[src/rtl/sevenseg_pkg.sv]
// Shared definitions for the seven-segment readback decoder:
// segment patterns, pattern-to-hex lookup and the frame FSM state type.
package sevenseg_pkg;

   // Normal-polarity patterns {g,f,e,d,c,b,a}
   localparam logic [6:0] SEG_0 = 7'h3F;
   localparam logic [6:0] SEG_1 = 7'h06;
   localparam logic [6:0] SEG_2 = 7'h5B;
   localparam logic [6:0] SEG_3 = 7'h4F;
   localparam logic [6:0] SEG_4 = 7'h66;
   localparam logic [6:0] SEG_5 = 7'h6D;
   localparam logic [6:0] SEG_6 = 7'h7D;
   localparam logic [6:0] SEG_7 = 7'h07;
   localparam logic [6:0] SEG_8 = 7'h7F;
   localparam logic [6:0] SEG_9 = 7'h6F;
   localparam logic [6:0] SEG_A = 7'h77;
   localparam logic [6:0] SEG_B = 7'h7C;
   localparam logic [6:0] SEG_C = 7'h39;
   localparam logic [6:0] SEG_D = 7'h5E;
   localparam logic [6:0] SEG_E = 7'h79;
   localparam logic [6:0] SEG_F = 7'h71;

   typedef enum logic {
      COLLECT = 1'b0,
      PRESENT = 1'b1
   } dec_state_t;

   // Returns {ok, nibble}; unknown patterns give ok=0 and nibble 0
   function automatic logic [4:0] seg2hex(input logic [6:0] seg);
      logic [4:0] res;
      case (seg)
         SEG_0:   res = {1'b1, 4'h0};
         SEG_1:   res = {1'b1, 4'h1};
         SEG_2:   res = {1'b1, 4'h2};
         SEG_3:   res = {1'b1, 4'h3};
         SEG_4:   res = {1'b1, 4'h4};
         SEG_5:   res = {1'b1, 4'h5};
         SEG_6:   res = {1'b1, 4'h6};
         SEG_7:   res = {1'b1, 4'h7};
         SEG_8:   res = {1'b1, 4'h8};
         SEG_9:   res = {1'b1, 4'h9};
         SEG_A:   res = {1'b1, 4'hA};
         SEG_B:   res = {1'b1, 4'hB};
         SEG_C:   res = {1'b1, 4'hC};
         SEG_D:   res = {1'b1, 4'hD};
         SEG_E:   res = {1'b1, 4'hE};
         SEG_F:   res = {1'b1, 4'hF};
         default: res = 5'b0;
      endcase
      return res;
   endfunction

endpackage

[src/rtl/sevenseg_stable.sv]
// Input conditioning for the display bus: 2-flop synchroniser, polarity
// normalisation and a dwell counter that strobes once per stable value.
module sevenseg_stable #(
   parameter int DIGITS         = 4,
   parameter int STABLE_CYCLES  = 16,
   parameter int SEG_ACTIVE_LOW = 1
) (
   input  logic              clk,
   input  logic              rst,
   input  logic [6:0]        seg_i,
   input  logic [DIGITS-1:0] dig_en_i,
   output logic [6:0]        stable_seg,
   output logic [DIGITS-1:0] stable_dig_en,
   output logic              stable_event
);

   localparam int W  = 7 + DIGITS;
   localparam int CW = $clog2(STABLE_CYCLES);
   localparam logic [CW-1:0] CNT_MAX = CW'(STABLE_CYCLES - 1);
   localparam logic [CW-1:0] CNT_ARM = CW'(STABLE_CYCLES - 2);

   logic [W-1:0]  sync1_reg;
   logic [W-1:0]  sync2_reg;
   logic [W-1:0]  prev_reg;
   logic [W-1:0]  sample;
   logic [CW-1:0] cnt_reg;
   logic          same;

   assign sample = (SEG_ACTIVE_LOW != 0) ? ~sync2_reg : sync2_reg;
   assign same   = (sample == prev_reg);

   always_ff @(posedge clk or posedge rst) begin
      if (rst) begin
         sync1_reg <= '0;
         sync2_reg <= '0;
         prev_reg  <= '0;
         cnt_reg   <= '0;
      end else begin
         sync1_reg <= {seg_i, dig_en_i};
         sync2_reg <= sync1_reg;
         prev_reg  <= sample;
         if (!same) begin
            cnt_reg <= '0;
         end else if (cnt_reg != CNT_MAX) begin
            cnt_reg <= cnt_reg + 1'b1;
         end
      end
   end

   // Fires in the cycle the counter steps onto its saturation value, so the
   // capturing edge lands exactly when the dwell completes; saturation blocks re-firing.
   assign stable_event = same && (cnt_reg == CNT_ARM);

   assign {stable_seg, stable_dig_en} = prev_reg;

endmodule

[src/rtl/sevenseg_decode.sv]
// Seven-segment bus readback: decodes each multiplexed digit, assembles a
// full frame and hands it out over a valid/ready handshake.
module sevenseg_decode
   import sevenseg_pkg::*;
#(
   parameter int DIGITS         = 4,
   parameter int STABLE_CYCLES  = 16,
   parameter int SEG_ACTIVE_LOW = 1
) (
   input  logic                clk,
   input  logic                rst,
   input  logic [6:0]          seg_i,
   input  logic [DIGITS-1:0]   dig_en_i,
   output logic [4*DIGITS-1:0] frame_o,
   output logic [DIGITS-1:0]   digit_ok_o,
   output logic                frame_valid_o,
   input  logic                frame_ready_i,
   output logic                err_o
);

   localparam int IW = (DIGITS > 1) ? $clog2(DIGITS) : 1;

   logic [6:0]          stab_seg;
   logic [DIGITS-1:0]   stab_en;
   logic                stab_event;
   logic [4:0]          dec;
   logic                en_none;
   logic                en_single;
   logic                capture;
   logic                multi_hot;
   logic [IW-1:0]       slot_idx;

   logic [DIGITS-1:0]   mask_reg;
   logic [DIGITS-1:0]   mask_next;
   logic [4*DIGITS-1:0] slot_nib_reg;
   logic [4*DIGITS-1:0] slot_nib_next;
   logic [DIGITS-1:0]   slot_ok_reg;
   logic [DIGITS-1:0]   slot_ok_next;
   dec_state_t          state_reg;
   logic [4*DIGITS-1:0] frame_reg;
   logic [DIGITS-1:0]   ok_reg;
   logic                valid_reg;
   logic                err_reg;

   sevenseg_stable #(
      .DIGITS         (DIGITS),
      .STABLE_CYCLES  (STABLE_CYCLES),
      .SEG_ACTIVE_LOW (SEG_ACTIVE_LOW)
   ) u_stable (
      .clk           (clk),
      .rst           (rst),
      .seg_i         (seg_i),
      .dig_en_i      (dig_en_i),
      .stable_seg    (stab_seg),
      .stable_dig_en (stab_en),
      .stable_event  (stab_event)
   );

   assign dec       = seg2hex(stab_seg);
   assign en_none   = (stab_en == '0);
   assign en_single = ((stab_en & (stab_en - 1'b1)) == '0);
   assign capture   = stab_event && !en_none && en_single && (state_reg == COLLECT);
   assign multi_hot = stab_event && !en_none && !en_single;

   // OR of set-bit positions; only meaningful when the enable is one-hot
   always_comb begin
      slot_idx = '0;
      for (int k = 0; k < DIGITS; k++) begin
         if (stab_en[k]) begin
            slot_idx = slot_idx | IW'(k);
         end
      end
   end

   generate
      for (genvar gi = 0; gi < DIGITS; gi++) begin : g_slot
         logic wr;
         assign wr                        = capture && (slot_idx == IW'(gi));
         assign slot_nib_next[4*gi +: 4]  = wr ? dec[3:0] : slot_nib_reg[4*gi +: 4];
         assign slot_ok_next[gi]          = wr ? dec[4]   : slot_ok_reg[gi];
         assign mask_next[gi]             = mask_reg[gi] | wr;
      end
   endgenerate

   always_ff @(posedge clk or posedge rst) begin
      if (rst) begin
         mask_reg     <= '0;
         slot_nib_reg <= '0;
         slot_ok_reg  <= '0;
         state_reg    <= COLLECT;
         frame_reg    <= '0;
         ok_reg       <= '0;
         valid_reg    <= 1'b0;
         err_reg      <= 1'b0;
      end else begin
         err_reg      <= multi_hot;
         slot_nib_reg <= slot_nib_next;
         slot_ok_reg  <= slot_ok_next;
         case (state_reg)
            COLLECT: begin
               mask_reg <= mask_next;
               if (&mask_next) begin
                  state_reg <= PRESENT;
                  valid_reg <= 1'b1;
                  frame_reg <= slot_nib_next;
                  ok_reg    <= slot_ok_next;
               end
            end
            PRESENT: begin
               if (frame_ready_i) begin
                  state_reg <= COLLECT;
                  mask_reg  <= '0;
                  valid_reg <= 1'b0;
               end
            end
            default: state_reg <= COLLECT;
         endcase
      end
   end

   assign frame_o       = frame_reg;
   assign digit_ok_o    = ok_reg;
   assign frame_valid_o = valid_reg;
   assign err_o         = err_reg;

endmodule

[config.mk]
export PLATFORM = sky130hd
export DESIGN_NAME = sevenseg_decode
export DESIGN_NICKNAME = d
export VERILOG_FILES = /design/src/rtl/sevenseg_pkg.sv /design/src/rtl/sevenseg_stable.sv /design/src/rtl/sevenseg_decode.sv
export SDC_FILE = /design/constraint.sdc
export NUM_CORES = 1
export LEC_CHECK = 0
export ABC_AREA = 1
export ABC_CLOCK_PERIOD_IN_PS = 2200
export BUFFER_PORTS_ARGS = -buffer_cell sky130_fd_sc_hd__buf_2
export CAP_MARGIN = 25
export CORE_MARGIN = 5
export CORE_UTILIZATION = 35
export CTS_CLUSTER_DIAMETER = 60
export CTS_CLUSTER_SIZE = 30
export DETAILED_ROUTE_END_ITERATION = 10
export MAX_ROUTING_LAYER = met4
export PLACE_DENSITY = 0.6
export SLEW_MARGIN = 20
export SYNTH_ARGS = -nofsm -noshare
export SYNTH_HDL_FRONTEND = slang
export SYNTH_SLANG_ARGS = --single-unit
[constraint.sdc]
create_clock -name clk -period 2.2 [get_ports clk]
set_input_delay 0.11 -clock clk [delete_from_list [all_inputs] [get_ports clk]]
set_output_delay 0.11 -clock clk [all_outputs]
set_load 0.01 [all_outputs]
==> results.md <==
- The flow ran to the end, and the final reports show no timing, DRC or antenna violations.
- The maximum clock insertion buffer count is 2.
- The CTS clock-pin slew for the worst setup and hold paths is 0.09 ns.
- The pin count of the biggest net entering global routing is 85.
- At the pin with the least slew margin, the transition time is 0.439 ns.
- Of all nets on the critical path, the largest fanout is 20.
- For the final routed database, the setup TNS stands at 0 ns.
- The overall die area is 0.0125 mm^2.
- In this run, the number of DRC markers left after iteration 0 of detailed routing was 154.
- Cells with a size suffix above 1 make up 21.0% of the layout.
- The worst setup path is of the register to register kind.
- Counting I/O delays and the setup requirement, the final critical path takes 2.06 ns.
- Dividing the synthesized area by the synthesized cell count gives 9.31 um^2.
- For this configuration, the core starts out at a cell density of 35.5%.
- The finished layout holds 594 standard cells, fillers aside.
- The average wire per cell in the routed design is 12.4 um.
- During synthesis, Yosys emitted a total of 0 warnings.
- The cell count after synthesis is 388.
- The total of flip-flops plus latches after synthesis is 84.
- Summed over all instances, the cell type with the most area after synthesis is dfrtp_1.
- The max-cap violation count is 0.
- Data on the critical path arrives at its endpoint at 2.35 ns.
- The worst setup path is captured at a register.
- The required time at the worst-slack endpoint is 2.49 ns.
- The worst clock skew is 0.0114 ns.
- The final weighted congestion in routability-driven placement is 0.893.
- The sequential area share after synthesis is 58.2%.
- The cell internal power dissipation is 2.18 mW.
- Summing all placed instances gives a cell area of 0.00396 mm^2.
- For this run the aggregate overflow at the end of global routing stands at 0.
- Across the whole layout, storage elements account for 0.00210 mm^2.
- The post-route antenna net violation count is 0.
- The row count is 37.
- The post-placement worst setup slack is 0.0471 ns.
- Clock latency on the worst-skew pair, taken at its later pin, is 0.36 ns.
- The cell chosen for the clock root is clkbuf_8.
- The final cell utilization of the core is 43.1%.
- The setup slack of the critical path after layout is 0.142 ns.
- The cell area after synthesis is 0.00361 mm^2.
- The first-pass iteration count of the detailed router is 4.
- The number of buffers added by the clock tree synthesis step is 9.
- The number of diodes is 0.
- After synthesis, the share of flip-flops with an asynchronous set or reset is 100%.
- The cell area after layout is 0.00439 mm^2.
- The share of synthesized area in the top cell type comes to 58.2%.
- The final worst-path cycle share is 93.5%.
- The number of max-slew violations in the final report was 0.
- The number of nets in the synthesized netlist is 404.
- The kind of start point of the critical path is a register.
- Of the total power, combinational logic draws 6.4%.
- Counting flops with a built-in enable in the synthesized netlist gives 0.
- The sequential share of power is 55.3%.
- The worst-case IR drop observed on VDD is 0.290 mV.
- The layout overhead on the synthesized area is 21.4%.
- The number of top-level pins is 36.
- TritonCTS built the clock tree.
- In the final layout, the multi-input gates occupy 0.00128 mm^2.
- After the last flow step, the layout net total stands at 469.
- During placement, the flow inserted port buffers numbering 35.
- Power spread over the standard cell area amounts to 661 mW/mm^2.
- The final-report hold violation count is 0.
- The HPWL after detailed placement is 5.08 mm.
- The class of the tightest hold or removal check is register to register.
- The y dimension of the die is 112 um.
- Of the total power, the share spent switching nets is 24.9%.
- Fill cells in the final layout number 1019.
- The top flip-flop cell by instance count after synthesis is dfrtp_1.
- From left edge to right edge, the die measures 112 um.
- Static timing analysis puts the maximum clock frequency at 486 MHz.
- The via count of the first global-routing pass is 2667.
- The number of sinks driven by the clock tree is 84.
- CTS built an H-tree with a depth of 3.
- The global-route wire length before repair is 12.7 mm.
- Setup violations remaining at the end of the flow were counted as 0.
- The number of placed cells counting well taps is 558.
- The remaining routing DRC violations is 0.
- Yosys attributes the largest share of cell area to dfrtp_1 58%, nand2_1 12%, inv_1 4.5%, nand3_1 4.4%, nor2_1 3.5%.
- In this run, the clock network consumes 38.3% of the power.
- In this run the power spent charging and discharging nets is 721 uW.
- The leakage power is 2.36 nW.
- For this block, the via count after detailed routing is 2714.
- After detailed routing, the number of vias per cell comes to 4.57.
- In this run the tightest slew margin relative to its limit is 70.8%.
- The overall fraction of global-route tracks in use is 13.1%.
- The post-synthesis cell type count is 34.
- Summed over all layers, the routed wires come to 7.35 mm.
- The total core area is 0.0102 mm^2.
- The number of antenna violations at the first check in global routing came to 0.
## stage by stage
stage	power, mW	hold slack (ns)
3_3_place_gp	1.79	0.218
4_1_cts	2.94	0.354
2_1_floorplan	1.74	0.141
5_1_grt	3.05	0.357
6_report	2.90	0.352
3_5_place_dp	1.80	0.219
## layer usage
| layer | GRT usage [%] | up-vias | part of all wire (%) |
|---|---|---|---|
| met5 | - | - | 0 |
| met4 | 4.62 | 0 | 1.8 |
| met3 | 3.70 | 12 | 4.1 |
| met2 | 19.8 | 64 | 47 |
| met1 | 16.8 | 1285 | 47 |
| li1 | - | 1353 | - |
## cell type report
| class | instances | area share (%) |
|---|---|---|
| clock inverter | 7 | 1.68 |
| inverter | 49 | 4.28 |
| timing repair buffer | 62 | 10.2 |
| tap | 136 | 3.88 |
| multi-input combinational | 247 | 29.2 |
| sequential | 84 | 48.0 |
| clock buffer | 9 | 2.82 |
## cell usage after synthesis, types with 2 or more instances
master	number
nand3_1	32
buf_6	4
o21ai_1	6
nor2_1	34
nor3b_1	2
nand4_4	2
nor2_2	2
nor3_1	6
nand2_1	114
nand3b_1	2
nor2_4	2
nor2_8	2
a21oi_1	10
nand4_1	5
o21ai_0	8
dfrtp_1	84
inv_1	43
ha_1	2
buf_2	4
xnor2_1	2
nand2_4	3
a21oi_4	2
inv_2	6
## cell families (layout without fill, tap and decap cells)
logic type	after synthesis	after routing	synth area share (%)
adder cells (fa/ha/maj)	2	2	0.692
buffers and inverters	57	127	6.89
AO/OA/AOI/OAI	30	30	5.09
XOR/XNOR	4	4	1.18
AND/OR/NAND/NOR	211	211	28.0
flip-flops	84	84	58.2
## critical path, stage by stage, from the launching register on
cell and delay, ns:
dfrtp_1 0.45, inv_1 0.10, nand2_1 0.06, nand2_1 0.08, nand2_1 0.06, nor2_1 0.12
nand2_2 0.10, nor2_8 0.18, nand3_4 0.09, nor2_4 0.16, nor2_4 0.06, nor2_8 0.16
buf_12 0.16, nand3_1 0.11, nand2_1 0.10
## placed cells by master, fill, tap and decap left out, drive strengths merged
master and n:
nand2 117, dfrtp 84, inv 50, buf 49
nor2 40, nand3 34, o21ai 14, dlygate4sd3 13
a21oi 13, clkbuf 9, nor3 7, nand4 7
clkinv 3, xnor2 2, nand3b 2, nor3b 2
clkinvlp 2, ha 2, xor2 2, and3 1
a22oi 1, or3b 1, a211oi 1, o21bai 1
bufinv 1
## repair_timing
item,in CTS,in global routing
hold buffers,13,0
buffers inserted,0,7
resized for setup,0,12
endpoints found under the hold margin,96,0
setup endpoints to repair,0,20
## power groups by stage
stage	clock [mW]	combinational, mW	sequential, mW
after detailed placement	0	0.161	1.63
after CTS	1.16	0.179	1.60
after global placement	0	0.159	1.63
after floorplan	0	0.114	1.63
final	1.11	0.185	1.60
after global routing	1.22	0.212	1.61
## final timing paths
path,from,endpoint,slack (ns),depth (start not counted)
worst max-delay path,u_stable.prev_reg[4],frame_o[14],0.14,14
worst min-delay path,u_stable.sync1_reg[7],u_stable.sync2_reg[7],0.35,0
worst max register to register,u_stable.prev_reg[4],frame_o[14],0.14,14
worst min register to register,u_stable.sync1_reg[7],u_stable.sync2_reg[7],0.35,0
max in group asynchronous,rst,u_stable.prev_reg[1],1.44,4
min in group asynchronous,rst,frame_o[13],0.42,4
Power figures use the tool's default switching activity.
